==> src/rtl/pc_seq_pkg.sv <==
// rtl/pc_seq_pkg.sv - shared state encoding and branch-select codes for pc_sequencer
package pc_seq_pkg;

    typedef enum logic [1:0] {
        ST_IDLE,
        ST_FETCH,
        ST_ISSUE,
        ST_RESOLVE
    } state_t;

    localparam logic [2:0] BR_NEVER  = 3'd0;
    localparam logic [2:0] BR_ALWAYS = 3'd1;
    localparam logic [2:0] BR_SNEG   = 3'd2;
    localparam logic [2:0] BR_OP7    = 3'd3;
    localparam logic [2:0] BR_SPOS   = 3'd4;
    localparam logic [2:0] BR_RET    = 3'd5;
    localparam logic [2:0] BR_CALL   = 3'd6;
    localparam logic [2:0] BR_RSVD   = 3'd7;

endpackage

==> src/rtl/branch_cond_sel.sv <==
// rtl/branch_cond_sel.sv - combinational take/target decode; return-stack ports exist only with PC_RAS_EN
module branch_cond_sel
    import pc_seq_pkg::*;
#(
    parameter int AW = 8
) (
    input  logic [2:0]    br_sel_i,
    input  logic          s_flag_i,
    input  logic          op_sign_i,
    input  logic [AW-1:0] br_target_i,
`ifdef PC_RAS_EN
    input  logic [AW-1:0] ras_top_i,
    input  logic          ras_empty_i,
    output logic          push_o,
    output logic          pop_o,
`endif
    output logic          take_o,
    output logic [AW-1:0] target_o
);

    always_comb begin
        take_o   = 1'b0;
        target_o = br_target_i;
`ifdef PC_RAS_EN
        push_o   = 1'b0;
        pop_o    = 1'b0;
`endif
        case (br_sel_i)
            BR_ALWAYS: take_o = 1'b1;
            BR_SNEG:   take_o = s_flag_i;
            BR_OP7:    take_o = op_sign_i;
            BR_SPOS:   take_o = ~s_flag_i;
`ifdef PC_RAS_EN
            BR_CALL: begin
                take_o = 1'b1;
                push_o = 1'b1;
            end
            // An empty-stack return falls through to PC+1; the caller flags the underflow.
            BR_RET: begin
                pop_o    = 1'b1;
                take_o   = ~ras_empty_i;
                target_o = ras_top_i;
            end
`else
            BR_CALL:   take_o = 1'b1;
`endif
            default:   take_o = 1'b0;
        endcase
    end

endmodule

==> src/rtl/pc_sequencer.sv <==
// rtl/pc_sequencer.sv - fetch/issue/resolve program-counter controller; PC_RAS_EN adds a return stack
module pc_sequencer
    import pc_seq_pkg::*;
#(
    parameter int            AW        = 8,
    parameter int            IW        = 16,
    parameter logic [AW-1:0] RESET_PC  = '0,
    parameter int            RAS_DEPTH = 4
) (
    input  logic          CLK,
    input  logic          RST_N,
    output logic          IMEM_REQ,
    output logic [AW-1:0] IMEM_ADDR,
    input  logic          IMEM_ACK,
    input  logic [IW-1:0] IMEM_DATA,
    output logic          INSTR_VALID,
    output logic [IW-1:0] INSTR,
    input  logic          INSTR_READY,
    input  logic          BR_VALID,
    input  logic [2:0]    BR_SEL,
    input  logic [AW-1:0] BR_TARGET,
    input  logic          S_FLAG,
    input  logic [7:0]    OPERANDO1,
    output logic [2:0]    SEL_PC,
    output logic          ESCR_PC,
    output logic [AW-1:0] PC,
    output logic          RAS_ERR
);

    state_t        state_q, state_d;
    logic [AW-1:0] pc_q, pc_d;
    logic [IW-1:0] instr_q, instr_d;
    logic [2:0]    sel_q, sel_d;
    logic          escr_q, escr_d;
    logic          take;
    logic [AW-1:0] target;
    logic [AW-1:0] pc_inc;
    logic          resolve;
    logic [6:0]    unused_op;

    assign pc_inc    = pc_q + 1'b1;
    assign resolve   = (state_q == ST_RESOLVE) && BR_VALID;
    assign unused_op = OPERANDO1[6:0];

`ifdef PC_RAS_EN
    localparam int CW = $clog2(RAS_DEPTH + 1);

    logic [AW-1:0] ras_q [RAS_DEPTH];
    logic [CW-1:0] cnt_q;
    logic          err_q;
    logic          push, pop;

    branch_cond_sel #(.AW(AW)) u_cond (
        .br_sel_i    (BR_SEL),
        .s_flag_i    (S_FLAG),
        .op_sign_i   (OPERANDO1[7]),
        .br_target_i (BR_TARGET),
        .ras_top_i   (ras_q[0]),
        .ras_empty_i (cnt_q == '0),
        .push_o      (push),
        .pop_o       (pop),
        .take_o      (take),
        .target_o    (target)
    );

    // Entry 0 is the top; a push on a full stack shifts the oldest entry out.
    always_ff @(posedge CLK or negedge RST_N) begin
        if (!RST_N) begin
            for (int i = 0; i < RAS_DEPTH; i++) ras_q[i] <= '0;
            cnt_q <= '0;
            err_q <= 1'b0;
        end else if (resolve && push) begin
            ras_q[0] <= pc_inc;
            for (int i = 1; i < RAS_DEPTH; i++) ras_q[i] <= ras_q[i-1];
            if (cnt_q == CW'(RAS_DEPTH)) err_q <= 1'b1;
            else                         cnt_q <= cnt_q + 1'b1;
        end else if (resolve && pop) begin
            if (cnt_q == '0) begin
                err_q <= 1'b1;
            end else begin
                for (int i = 0; i < RAS_DEPTH - 1; i++) ras_q[i] <= ras_q[i+1];
                cnt_q <= cnt_q - 1'b1;
            end
        end
    end

    assign RAS_ERR = err_q;
`else
    logic [31:0] unused_depth;
    assign unused_depth = RAS_DEPTH;

    branch_cond_sel #(.AW(AW)) u_cond (
        .br_sel_i    (BR_SEL),
        .s_flag_i    (S_FLAG),
        .op_sign_i   (OPERANDO1[7]),
        .br_target_i (BR_TARGET),
        .take_o      (take),
        .target_o    (target)
    );

    assign RAS_ERR = 1'b0;
`endif

    always_ff @(posedge CLK or negedge RST_N) begin
        if (!RST_N) begin
            state_q <= ST_IDLE;
            pc_q    <= RESET_PC;
            instr_q <= '0;
            sel_q   <= '0;
            escr_q  <= 1'b0;
        end else begin
            state_q <= state_d;
            pc_q    <= pc_d;
            instr_q <= instr_d;
            sel_q   <= sel_d;
            escr_q  <= escr_d;
        end
    end

    always_comb begin
        state_d = state_q;
        pc_d    = pc_q;
        instr_d = instr_q;
        sel_d   = sel_q;
        escr_d  = 1'b0;
        case (state_q)
            ST_IDLE:  state_d = ST_FETCH;
            ST_FETCH: begin
                if (IMEM_ACK) begin
                    instr_d = IMEM_DATA;
                    state_d = ST_ISSUE;
                end
            end
            ST_ISSUE: begin
                if (INSTR_READY) state_d = ST_RESOLVE;
            end
            ST_RESOLVE: begin
                if (BR_VALID) begin
                    pc_d    = take ? target : pc_inc;
                    sel_d   = BR_SEL;
                    escr_d  = take;
                    state_d = ST_FETCH;
                end
            end
            default:  state_d = ST_IDLE;
        endcase
    end

    assign IMEM_REQ    = (state_q == ST_FETCH);
    assign IMEM_ADDR   = pc_q;
    assign INSTR_VALID = (state_q == ST_ISSUE);
    assign INSTR       = instr_q;
    assign SEL_PC      = sel_q;
    assign ESCR_PC     = escr_q;
    assign PC          = pc_q;

endmodule

==> config.mk <==
export PLATFORM = sky130hd
export DESIGN_NAME = pc_sequencer
export DESIGN_NICKNAME = d
export VERILOG_FILES = /design/src/rtl/pc_seq_pkg.sv /design/src/rtl/branch_cond_sel.sv /design/src/rtl/pc_sequencer.sv
export SDC_FILE = /design/constraint.sdc
export NUM_CORES = 1
export LEC_CHECK = 0
export ABC_AREA = 1
export CELL_PAD_IN_SITES_DETAIL_PLACEMENT = 1
export CELL_PAD_IN_SITES_GLOBAL_PLACEMENT = 1
export CORE_UTILIZATION = 31
export DETAILED_ROUTE_END_ITERATION = 10
export PLACE_DENSITY_LB_ADDON = 0.1
export SLEW_MARGIN = 40
export SYNTH_ARGS = -nofsm -noshare
export SYNTH_HDL_FRONTEND = slang
export SYNTH_SLANG_ARGS = --single-unit
==> constraint.sdc <==
create_clock -name CLK -period 3.2 [get_ports CLK]
set_clock_uncertainty 0.2 [all_clocks]
set_input_delay 0.64 -clock CLK [delete_from_list [all_inputs] [get_ports CLK]]
set_output_delay 0.64 -clock CLK [all_outputs]
set_load 0.02 [all_outputs]
==> reports/qor.yml, run 1 <==
hold_viol_final: 0
die_area_um2: 5550
synth.avg_cell_area_um2: 9.48
yosysMostFrequentCell: "nand2_1"
cts_tree: "built"
vias_per_cell: 4.32
grt_pass1_vias: 1337
syn_area_um2: 1630
wl_met2_um: 1670
cts_resized: 0
core_area_um2: 5070
initial_utilization_pct: 32.1
dpl_worst_slack_ns: 0.981
synth_nets: 218
worstPathArrival_ns: 1.64
first_pass_iters: 3
p_per_area_nw_per_um2: 971
fin_cells: 311
ys_async_sr_fraction_pct: 100
synth_seq_cells: 30
worst_ep_required_time_ns: 2.36
fp.dieH_um: 74.5
drtIter0Drc: 22
tns_ns: 0
antenna_found_initial: 0
place_area_um2: 2340
cts-buffers-inserted: 5
route.detailed.drc: 0
clock_path_buffers: 2
final_core_utilization_pct: 48.3
dp_hpwl_um: 2830
root_buffer: "clkbuf_8"
status: "finished, final reports clean"
grt_max_degree: 31
postCtsHoldBufs: 0
critical_path.max_fanout: 4
area_growth_pct: 50.4
top_layer: "met4"
setup_viol: 0
worst_slack_ns: 0.719
period_needed_ns: 2.48
numPortBuffers: 71
p_leak_nw: 1.17
insertion_delay_ns: 0.28
htree_levels: 2
synth_cell_types: 26
clock_sinks: 30
dp_cells: 303
grt_first_pass_wirelength_um: 6310
wl_met3_um: 275
worst_path_max_delay_cell: "clkdlybuf4s50_1"
startpoint_type: "register"
synth_top_area_share_pct: 46.0
ys_top_cells_by_count: "nand2_1, dfrtp_1, inv_1"
met1_length_um: 1720
fmax_mhz: 403
final_max_slew_viol_count: 0
critical_path_class: "reg -> out"
yosys-top-cells-area: "dfrtp_1, nand2_1, mux2_4"
gp_congestion: 0.665
placementRows: 26
path_clk_slew_ns: 0.07
cts_setup_buffers: 0
synth-edff-count: 0
ys_warn_count: 0
pin_count: 80
ys_seq_area_share_pct: 46.0
max_cap_viol_count: 0
postLayoutCellArea_um2: 2450
totalWireLength_um: 3720
vias: 1345
synth_flop_cell: "dfrtp_1"
max_stage_delay_ns: 0.63
period_share_pct: 77.5
max-vdd-ir-drop_uv: 328
crit_path_end_kind: "output port"
fp.dieW_um: 74.5
grt_usage_pct: 14.9
final_layout_size_suffix_gt1_share_pct: 14.9
postRouteAntennaNets: 0
hold_class: "reg -> reg"
synth_top_area_cell: "dfrtp_1"
insertedDiodeCount: 0
rsz0062_at_grt: "false"
wl_per_cell_um: 12.0
grt_overflow: 0
n_fill_cell: 591
netlist_instances: 172
critical_path.cell_chain: "inv_1 > ha_1 > clkdlybuf4s50_1"
layout.nets: 286
[metrics by stage]
| stage | hold WS, ns | power (mW) |
|---|---|---|
| finish | 0.306 | 2.38 |
| global route | 0.318 | 2.55 |
| CTS | 0.301 | 2.42 |
| detailed placement | 0.285 | 2.04 |
| global placement | 0.277 | 2.02 |
| floorplan | 0.144 | 1.51 |
[final cells by class]
| class | instances | area, um^2 | area share (%) |
|---|---|---|---|
| Timing Repair Buffer | 72 | 718 | 29.3 |
| Tap cell | 70 | 87.6 | 3.57 |
| Multi-Input combinational cell | 110 | 706 | 28.8 |
| Inverter | 21 | 81.3 | 3.32 |
| Clock buffer | 5 | 68.8 | 2.81 |
| Sequential cell | 30 | 751 | 30.6 |
| Clock inverter | 3 | 40.0 | 1.63 |
[logic make-up after synthesis]
kind of cell	share of synthesized area, %
flops	46.0
mux	13.4
fa+ha+maj	3.84
simple gates	21.9
xor+xnor	1.07
compound gates	2.84
other cells	0.230
buf+inv	10.7
[worst max-delay path: cells and delay by family (launching register included)]
kind	cells	cell delay, ns
buffers and inverters	2	0.72
DFF	1	0.41
adders and majority gates	1	0.23
[sequential cells by signal, summed over array words and instances (netlist names)]
register   count
ESCR_PC        1
state_q        2
IMEM_ADDR      8
INSTR         16
SEL_PC         3
[per-layer routing]
metal,global-route usage [%],up-vias
li1,-,667
met3,3.66,5
met5,0,-
met4,5.03,0
met1,20.0,624
met2,23.6,49
[power breakdown]
part           switching (mW)  internal, mW  total (mW)  leakage, nW
clock network           0.143         0.229       0.372       0.0579
logic                   0.615         0.672        1.29        0.747
registers               0.158         0.566       0.724        0.361
[cells in the final DEF, fill, tap and decap left out]
| cell type | Yosys | final |
|---|---|---|
| inv_1 | 19 | 19 |
| clkbuf_8 | 0 | 5 |
| clkdlybuf4s50_1 | 0 | 71 |
| nor2_2 | 2 | 2 |
| clkinv_2 | 0 | 2 |
| xnor2_1 | 1 | 1 |
| nand3_1 | 11 | 11 |
| bufinv_16 | 0 | 1 |
| nand2_2 | 3 | 3 |
| ha_1 | 5 | 5 |
| mux2_2 | 6 | 6 |
| nand3_2 | 2 | 2 |
| nand2_4 | 2 | 2 |
| nand4_1 | 1 | 1 |
| nor3_1 | 1 | 1 |
| xor2_1 | 1 | 1 |
| nor2_1 | 6 | 6 |
| o221ai_1 | 1 | 1 |
| mux2_4 | 10 | 10 |
| inv_2 | 1 | 1 |
| nand2_1 | 48 | 48 |
| nand3b_1 | 2 | 2 |
| dfrtp_1 | 30 | 30 |
| conb_1 | 1 | 1 |
| inv_4 | 1 | 1 |
| o21a_1 | 1 | 1 |
| o21ai_0 | 6 | 6 |
| buf_4 | 9 | 1 |
[final timing paths]
| kind | start | to | slack [ns] | cells past startpoint |
|---|---|---|---|---|
| max | state_q[1] | IMEM_REQ | 0.72 | 3 |
| min | INSTR[14] | INSTR[14] | 0.31 | 1 |
| max reg2reg | state_q[0] | IMEM_ADDR[6] | 1.50 | 9 |
| min reg2reg | INSTR[14] | INSTR[14] | 0.31 | 1 |
| max in group asynchronous | RST_N | IMEM_ADDR[4] | 1.96 | 2 |
| min in group asynchronous | RST_N | INSTR[0] | 0.55 | 2 |
(Power assumes the default switching activity.)
==> run 2: changes to the inputs <==
--- a/config.mk
+++ b/config.mk
@@ -8,7 +8,7 @@
 export ABC_AREA = 1
 export CELL_PAD_IN_SITES_DETAIL_PLACEMENT = 1
 export CELL_PAD_IN_SITES_GLOBAL_PLACEMENT = 1
-export CORE_UTILIZATION = 31
+export CORE_UTILIZATION = 26
 export DETAILED_ROUTE_END_ITERATION = 10
 export PLACE_DENSITY_LB_ADDON = 0.1
 export SLEW_MARGIN = 40
==> constraint.sdc (replaced) <==
create_clock -name CLK -period 2.2 [get_ports CLK]
set_clock_uncertainty 0.2 [all_clocks]
set_input_delay 0.44 -clock CLK [delete_from_list [all_inputs] [get_ports CLK]]
set_output_delay 0.44 -clock CLK [all_outputs]
set_load 0.02 [all_outputs]
==> reports/qor.yml, run 2 (synthesized netlist as in run 1, its figures left out) <==
status: "finished, final reports clean"
layout_commonest_cell: "clkdlybuf4s50_1"
fp.dieH_um: 81.2
grt_max_degree: 31
wl_per_cell_um: 12.5
whs_ns: 0.296
insertedDiodeCount: 0
period_needed_ns: 2.07
first_pass_iters: 4
hold_class: "reg -> reg"
n_fill_cell: 700
area_growth_pct: 49.3
worst_ep_required_time_ns: 1.56
switching_share_pct: 40.0
grt_use_met1_pct: 16.3
fmax_mhz: 482
startpoint_type: "register"
cts-buffers-inserted: 5
core_area_um2: 5990
placementRows: 28
vias: 1344
largest_reg_flops: 16
drtIter0Drc: 37
antenna_found_initial: 0
grt_first_pass_wirelength_um: 6420
numPortBuffers: 71
die_area_um2: 6590
grt_busiest_layer: "met2"
worst_r2r_path_depth: 4
critical-path-top-delay-family: "buffers and inverters"
combPwrFrac_pct: 56.1
root_buffer: "clkbuf_8"
htree_levels: 2
final_core_utilization_pct: 40.6
insertion_delay_ns: 0.28
critical_path.cell_chain: "clkdlybuf4s50_1"
rr_startpoint: "state_q[1]"
clock_sinks: 30
regArea_um2: 751
cts_tree: "built"
p_per_area_nw_per_um2: 1370
vias_per_cell: 4.25
initial_utilization_pct: 27.2
hold_depth: 2
internal_power_mw: 2.01
gp_congestion: 0.684
critical_path_class: "reg -> out"
tns_ns: 0
dp_cells: 309
max_stage_delay_ns: 0.66
grt_use_met3_pct: 3.03
fin_cells: 316
mostFrequentLayoutCells: "clkdlybuf4s50_1, nand2_1, dfrtp_1"
postCtsHoldBufs: 0
path_clk_slew_ns: 0.06
power_frac_seq_pct: 31.4
crit_path_end_kind: "output port"
fp.dieW_um: 81.2
grt_overflow: 0
route.detailed.drc: 0
hold_start: "SEL_PC[1]"
cp-startpoint: "IMEM_ADDR[2]"
max-vdd-ir-drop_uv: 503
hold_viol_final: 0
p_clk_share_pct: 12.5
final_layout_size_suffix_gt1_share_pct: 14.9
period_share_pct: 94.3
dpl_worst_slack_ns: 0.217
critical_path.max_fanout: 7
worst_slack_ns: 0.126
multi_input_area_um2: 706
final_max_slew_viol_count: 0
grt_pass1_vias: 1348
worstPathArrival_ns: 1.43
grt_usage_pct: 13.4
rsz0062_at_grt: "false"
p_sw_mw: 1.34
dp_hpwl_um: 3040
worst_path_max_delay_cell: "clkdlybuf4s50_1"
totalWireLength_um: 3960
postRouteAntennaNets: 0
cp.buffers_inverters: 1
p_leak_nw: 1.16
clock_path_buffers: 2
max_cap_viol_count: 0
pin_count: 80
use_met2_pct: 22.1
layout.nets: 287
path_depth: 1
setup_viol: 0
run 2: cell types whose count changed in the layout (fill, tap and decap cells not counted):
cell / before / now
bufinv_16: 1 / 0
dlygate4sd2_1: 0 / 2
clkdlybuf4s50_1: 71 / 69
buf_4: 1 / 2
run 2: metal layers:
| metal | part of all wire [%] | vias to the layer above |
|---|---|---|
| met5 | 0 | - |
| met1 | 47 | 621 |
| met4 | 1.7 | 0 |
| met3 | 6.3 | 7 |
| li1 | - | 671 |
| met2 | 45 | 45 |
run 2: layout make-up:
cell class	count	area share (%)
inverter	21	3.34
clock buffer	5	2.83
clock inverter	2	0.411
tap	75	3.86
multi-input combinational	110	29.0
timing repair buffer	73	29.7
sequential	30	30.8
run 2: what timing repair did:
item / CTS / global route
gates resized for setup: 2 / 0
buffers inserted: 0 / 0
setup endpoints to repair: 2 / 0
run 2: power groups by stage:
| stage | clock, mW | sequential [mW] | combinational, mW |
|---|---|---|---|
| after CTS | 0.441 | 1.06 | 1.91 |
| after floorplan | 0 | 1.34 | 0.862 |
| final | 0.418 | 1.05 | 1.88 |
| after global routing | 0.460 | 1.10 | 2.04 |
| after detailed placement | 0 | 1.07 | 1.91 |
| after global placement | 0 | 1.06 | 1.90 |
run 2: path summary, 6_finish.rpt:
path	end	slack [ns]
min in group asynchronous	INSTR[5]	0.36
worst max register to register	INSTR[4]	0.56
worst max-delay path	IMEM_ADDR[2]	0.13
max in group asynchronous	ESCR_PC	1.15
worst min-delay path	SEL_PC[1]	0.30
worst min register to register	SEL_PC[1]	0.30
run 2: stage by stage:
step                      cell area (um^2)  power, mW
after global placement                2360       2.96
final                                 2430       3.34
after floorplan                       1630       2.20
after detailed placement              2360       2.98
after global routing                  2430       3.60
after CTS                             2430       3.41
